[src/rtl/vmem_responder.sv]
// vmem_responder
// Memory-side responder for vector load/store traffic. Requests arrive one per
// cycle on a valid/ready handshake. Responses return in order through a
// 2-entry FIFO with its own valid/ready handshake, so the memory stage can be
// stalled by downstream back-pressure.
//
// Optional feature macro: VMEM_BYTE_WE_EN
//   defined   : stores write only the elements selected by req_be_i
//   undefined : req_be_i is ignored and stores write the full word
//
// Ports
//   clk_i        in   clock, rising edge
//   rst_i        in   asynchronous reset, active low
//   req_valid_i  in   request present
//   req_ready_o  out  request can be accepted (registered state only)
//   req_we_i     in   1 = store, 0 = load
//   req_a_i      in   byte address (W bits)
//   req_wd_i     in   store data (W bits)
//   req_be_i     in   per-element write enable (VECT_SIZE bits)
//   rsp_valid_o  out  response present
//   rsp_ready_i  in   consumer takes the response
//   rsp_rd_o     out  load data, 0 for stores and errors
//   rsp_err_o    out  request was misaligned or out of range
module vmem_responder #(
  parameter int ELEM_SIZE  = 8,
  parameter int VECT_SIZE  = 8,
  parameter int MEMO_LINES = 64
) (
  input  logic                           clk_i,
  input  logic                           rst_i,
  input  logic                           req_valid_i,
  output logic                           req_ready_o,
  input  logic                           req_we_i,
  input  logic [ELEM_SIZE*VECT_SIZE-1:0] req_a_i,
  input  logic [ELEM_SIZE*VECT_SIZE-1:0] req_wd_i,
  input  logic [VECT_SIZE-1:0]           req_be_i,
  output logic                           rsp_valid_o,
  input  logic                           rsp_ready_i,
  output logic [ELEM_SIZE*VECT_SIZE-1:0] rsp_rd_o,
  output logic                           rsp_err_o
);

  localparam int W    = ELEM_SIZE * VECT_SIZE;
  localparam int OFFW = $clog2(W / 8);
  localparam int IDXW = (MEMO_LINES > 1) ? $clog2(MEMO_LINES) : 1;
  localparam logic [W-1:0] LINES_W = W'(MEMO_LINES);

  // Vector storage, intentionally not reset.
  logic [W-1:0] r_mem [MEMO_LINES];

  // Response FIFO: two entries addressed by 1-bit head/tail pointers.
  logic [W-1:0] r_fifo_rd [2];
  logic [1:0]   r_fifo_err;
  logic         r_head;
  logic         r_tail;
  logic [1:0]   r_count;

  logic            w_acc;
  logic            w_pop;
  logic            w_err;
  logic            w_wr;
  logic [W-1:0]    w_line;
  logic [IDXW-1:0] w_idx;
  logic [W-1:0]    w_rdata;
  logic [W-1:0]    w_wdata;
  logic [W-1:0]    w_push_rd;

  assign req_ready_o = (r_count != 2'd2);
  assign rsp_valid_o = (r_count != 2'd0);
  assign w_acc       = req_valid_i & req_ready_o;
  assign w_pop       = rsp_valid_o & rsp_ready_i;

  // The full shifted address is compared so high address bits can never alias
  // onto a valid line.
  assign w_line = req_a_i >> OFFW;
  assign w_idx  = w_line[IDXW-1:0];
  assign w_err  = (req_a_i[OFFW-1:0] != '0) || (w_line >= LINES_W);

  assign w_rdata   = r_mem[w_idx];
  assign w_push_rd = (!req_we_i && !w_err) ? w_rdata : '0;
  assign w_wr      = w_acc & req_we_i & ~w_err;

`ifdef VMEM_BYTE_WE_EN
  // Merge the selected elements of the store data over the current line.
  always_comb begin
    w_wdata = w_rdata;
    for (int i = 0; i < VECT_SIZE; i++) begin
      if (req_be_i[i]) begin
        w_wdata[i*ELEM_SIZE +: ELEM_SIZE] = req_wd_i[i*ELEM_SIZE +: ELEM_SIZE];
      end
    end
  end
`else
  logic w_unused_be;
  assign w_unused_be = ^req_be_i;
  assign w_wdata     = req_wd_i;
`endif

  always_ff @(posedge clk_i) begin
    if (w_wr) begin
      r_mem[w_idx] <= w_wdata;
    end
  end

  always_ff @(posedge clk_i or negedge rst_i) begin
    if (!rst_i) begin
      r_count      <= 2'd0;
      r_head       <= 1'b0;
      r_tail       <= 1'b0;
      r_fifo_rd[0] <= '0;
      r_fifo_rd[1] <= '0;
      r_fifo_err   <= 2'b00;
    end else begin
      if (w_acc) begin
        r_fifo_rd[r_tail]  <= w_push_rd;
        r_fifo_err[r_tail] <= w_err;
        r_tail             <= ~r_tail;
      end
      if (w_pop) begin
        r_head <= ~r_head;
      end
      case ({w_acc, w_pop})
        2'b10:   r_count <= r_count + 2'd1;
        2'b01:   r_count <= r_count - 2'd1;
        default: r_count <= r_count;
      endcase
    end
  end

  // Outputs are forced to zero when empty so stale entries never leak out.
  assign rsp_rd_o  = rsp_valid_o ? r_fifo_rd[r_head] : '0;
  assign rsp_err_o = rsp_valid_o ? r_fifo_err[r_head] : 1'b0;

endmodule

[config.mk]
export PLATFORM = sky130hd
export DESIGN_NAME = vmem_responder
export DESIGN_NICKNAME = d
export VERILOG_FILES = /design/src/rtl/vmem_responder.sv
export SDC_FILE = /design/constraint.sdc
export NUM_CORES = 2
export LEC_CHECK = 0
export BUFFER_PORTS_ARGS = -buffer_cell sky130_fd_sc_hd__buf_2
export CORE_MARGIN = 5
export CORE_UTILIZATION = 55
export CTS_CLUSTER_SIZE = 24
export DETAILED_ROUTE_END_ITERATION = 7
export HOLD_SLACK_MARGIN = 0.1
export PLACE_DENSITY = 0.71
export SYNTH_ARGS = -nofsm -noshare
export SYNTH_HDL_FRONTEND = slang
export SYNTH_SLANG_ARGS = --single-unit
[constraint.sdc]
create_clock -name clk_i -period 7.96 [get_ports clk_i]
set_clock_uncertainty 0.15 [all_clocks]
set_input_delay 0.398 -clock clk_i [delete_from_list [all_inputs] [get_ports clk_i]]
set_output_delay 0.398 -clock clk_i [all_outputs]
set_load 0.05 [all_outputs]
==> reports/results.txt <==
CTS root buffer: clkbuf_16
final wirelength: 519700 um
largest family of logic cells by synthesized area: compound AO/OA/AOI/OAI gates
post-route minimum period: 6.049 ns
die area: 305700 um^2
Cell Rows: 199
first-pass GRT wire length: 717300 um
slew margin rel.: 0.1778%
slowest cell on the critical path: nand3_1
Vert. Die Dim: 552.9 um
EDFF count, synth: 4096
first drt pass iteration count: 7
Bufs on Longest Clock Path: 4
Die W: 552.9 um
worst min path class: primary input to flip-flop
Yosys warnings: 0
Reg2Reg Depth: 6
crit-path leading delay family: simple AND/OR/NAND/NOR gates
hold_sp: req_wd_i[51]
Crit path required time: 8.35 ns
Sw Ratio: 22.23%
reg-to-reg endpoint: r_mem[20][35]
H-tree levels: 5
RSZ-0062 raised after global routing: no
flop-to-flop setup slack: 2.86 ns
most common cell after layout, fill and taps aside: edfxtp_1
clk sink count: 4230
post-synthesis area per instance: 17.81 um^2
# fillers: 20510
Worst Path Max Fanout: 27
Syn Nets: 9243
Met1 Wirelength: 174400 um
Setup TNS: 0 ns
Synth area leader: edfxtp_1
max-slew violation count: 0
routed len/inst: 38.16 um
XOR/XNOR Fraction of Synth Area: 0.02161%
area share of fa/ha/maj cells after synthesis: 0.007719%
Synth Flop Type: edfxtp_1
Syn-to-layout area delta: 11.62%
number of synthesized register bits: 4230
cts bufs inserted: 401
Clock power frac: 40.4%
Final HPWL DP: 281300 um
Clk Latency, worst-skew pair: 0.96 ns
Crit Path Category: primary input to flip-flop
origin of the critical flop-to-flop path: r_count[0]
Seq/Total Area, Yosys: 77.95%
compound-gate portion of the synthesized area: 9.880%
TritonCTS clock tree: yes
Flop pwr share: 53.9%
met2 routed WL: 232000 um
DR WL met3: 77090 um
via count: 98460
maxcap violations: 1
worst-margin pin slew: 1.493 ns
pin count of the biggest net entering global routing: 131
Highest Signal Layer: met5
CP Capture Type: flip-flop
Core Region: 293800 um^2
Yosys cell types: 86
starting density of the core: 55.17%
Worst VDD drop: 0.3871 mV
Logic pwr share: 5.6%
pre-CTS worst setup slack: 2.685 ns
Post-DRT Antenna Nets: 0
Most Frequent Cell on Critical Path: dlygate4sd3_1
FFs w/ async S/R, synth: 3.168%
Hold Path Depth: 1
Psw: 10.10 mW
final hold vios: 0
failing checks: max-capacitance violations
grt ovf: 0
Post-Synth Simple-Gate Area: 3.413%
cell area power density: 251.2 nW/um^2
CP bufs+invs: 5
count of final setup violators: 0
PostCTS Resize Cnt: 0
max incr delay on CP: 1.20 ns
Max Freq: 165.3 MHz
initial antenna violation count: 43
Syn Inst Count: 9101
Post-Syn Area: 162100 um^2
GP Congestion: 0.8905
hold endpoint: r_mem[22][51]
gr usage total: 33.11%
Worst setup SP type: primary input
Synth area leaders: edfxtp_1 (76%), o22ai_1 (3.7%), mux2_2 (2.9%)
top-area cell type share of the netlist area: 75.88%
Setup WS post-layout: 1.911 ns
Clock Pin Slew Worst Setup and Hold Paths: 0.06 ns
P_leak: 57.09 nW
Initial DRC Count: 17180
PortBufs: 199
number of remaining DRC errors: 0
layout cells sized above 1: 18.23%
Pint: 35.34 mW
status: complete, but fails checks
crit path launch: req_a_i[43]
CP Cell Sequence: dlygate4sd3_1 -> buf_2 -> nor4_1 -> dlygate4sd3_1 -> and3_1 -> dlygate4sd3_1 -> and4_1 -> and3_1 -> nand3_1 -> nor2_4 -> buf_4
I/O pin cnt: 208
Final Cycle Share: 76.00%
final layout net count: 9495
most frequent cells in the layout: edfxtp_1 (4096), o22ai_1 (949), mux2_2 (416), clkbuf_16 (409), mux2i_1 (313)
crit path DAT: 6.44 ns
Vias/cell: 7.229
mux contribution to synthesized area: 6.518%
number of global-route vias before repair: 94510
-- through the flow --
step	utilization, %	instance area, um^2	hold WS, ns	total power [mW]	cells
6_report	61.58	180900	0.1288	45.44	13620
3_5_place_dp	57.13	167800	0.1879	27.41	12820
3_3_place_gp	57.13	167800	0.1802	27.34	12820
2_1_floorplan	-	162100	-0.04759	26.27	9101
4_1_cts	61.56	180900	0.1011	45.38	13590
5_1_grt	61.57	180900	0.1636	46.52	13600
-- synthesized netlist by cell type (33+ instances only) --
library cell and number:
o31ai_1 44, a22oi_1 285, a2111oi_0 34, o221ai_1 216
nand3b_1 33, o22ai_1 949, or3_1 52, buf_2 285
o211ai_1 41, buf_1 51, or4_1 42, o21ai_1 60
buf_4 85, mux4_2 122, o32ai_1 43, a21oi_1 156
dfrtp_1 134, or3b_2 52, buf_6 39, nand3_1 44
mux2_2 416, clkbuf_1 212, nor3_1 36, nand2_1 192
o31a_1 48, nor2_1 247, edfxtp_1 4096, mux2i_1 313
nand2b_1 33, nand4_1 54, nor3b_1 63, o21ai_0 212
-- how the worst max path moves through the flow --
stage               cells after the start  slack (ns)            end
floorplan                               9        2.65   r_mem[12][0]
global placement                        8        2.64  r_mem[20][55]
detailed placement                      8        2.69  r_mem[20][35]
CTS                                    11        2.29  r_mem[52][38]
global route                           11        2.02  r_mem[20][35]
finish                                 11        1.91  r_mem[20][35]
-- layout make-up --
type	count	area, um^2	share of cell area [%]
flip-flops and latches	4230	126400	69.84
multi-input cells	4188	32940	18.20
clock buffers	511	10780	5.957
well taps	3919	4903	2.710
repair buffers	525	4168	2.303
clock inverters	214	1693	0.9356
diodes	26	65.06	0.03596
inverters	7	33.78	0.01867
-- kinds of logic after synthesis --
| kind of cell | after synthesis |
|---|---|
| AO/OA/AOI/OAI | 2334 |
| XOR/XNOR | 4 |
| adder cells (fa/ha/maj) | 1 |
| buffers and inverters | 683 |
| flip-flops | 4230 |
| multiplexers | 851 |
| AND/OR/NAND/NOR | 998 |
-- per-layer routing --
metal,vias up,GRT usage [%]
li1,38260,-
met1,49660,43.05
met2,8678,49.98
met3,1843,10.18
met4,24,18.79
met5,-,0.04688
-- power by group through the flow --
| stage | Clock [mW] | Sequential [mW] | Combinational [mW] |
|---|---|---|---|
| global placement | 0 | 25.0 | 2.37 |
| finish | 18.4 | 24.5 | 2.57 |
| detailed placement | 0 | 25.0 | 2.44 |
| CTS | 18.4 | 24.5 | 2.48 |
| floorplan | 0 | 24.9 | 1.37 |
| global route | 19.4 | 24.5 | 2.62 |
-- registers in the layout (all words and copies together), names as in the netlist --
name        cells
r_mem        4096
r_fifo_rd     128
r_count         2
r_fifo_err      2
r_head          1
r_tail          1
-- repair_timing --
action / 4_1_cts / 5_1_grt
endpoints found under the hold margin: 2175 / 0
hold buffers: 53 / 0
buffers inserted: 0 / 0
No activity file was read; power rests on OpenSTA's default activity.
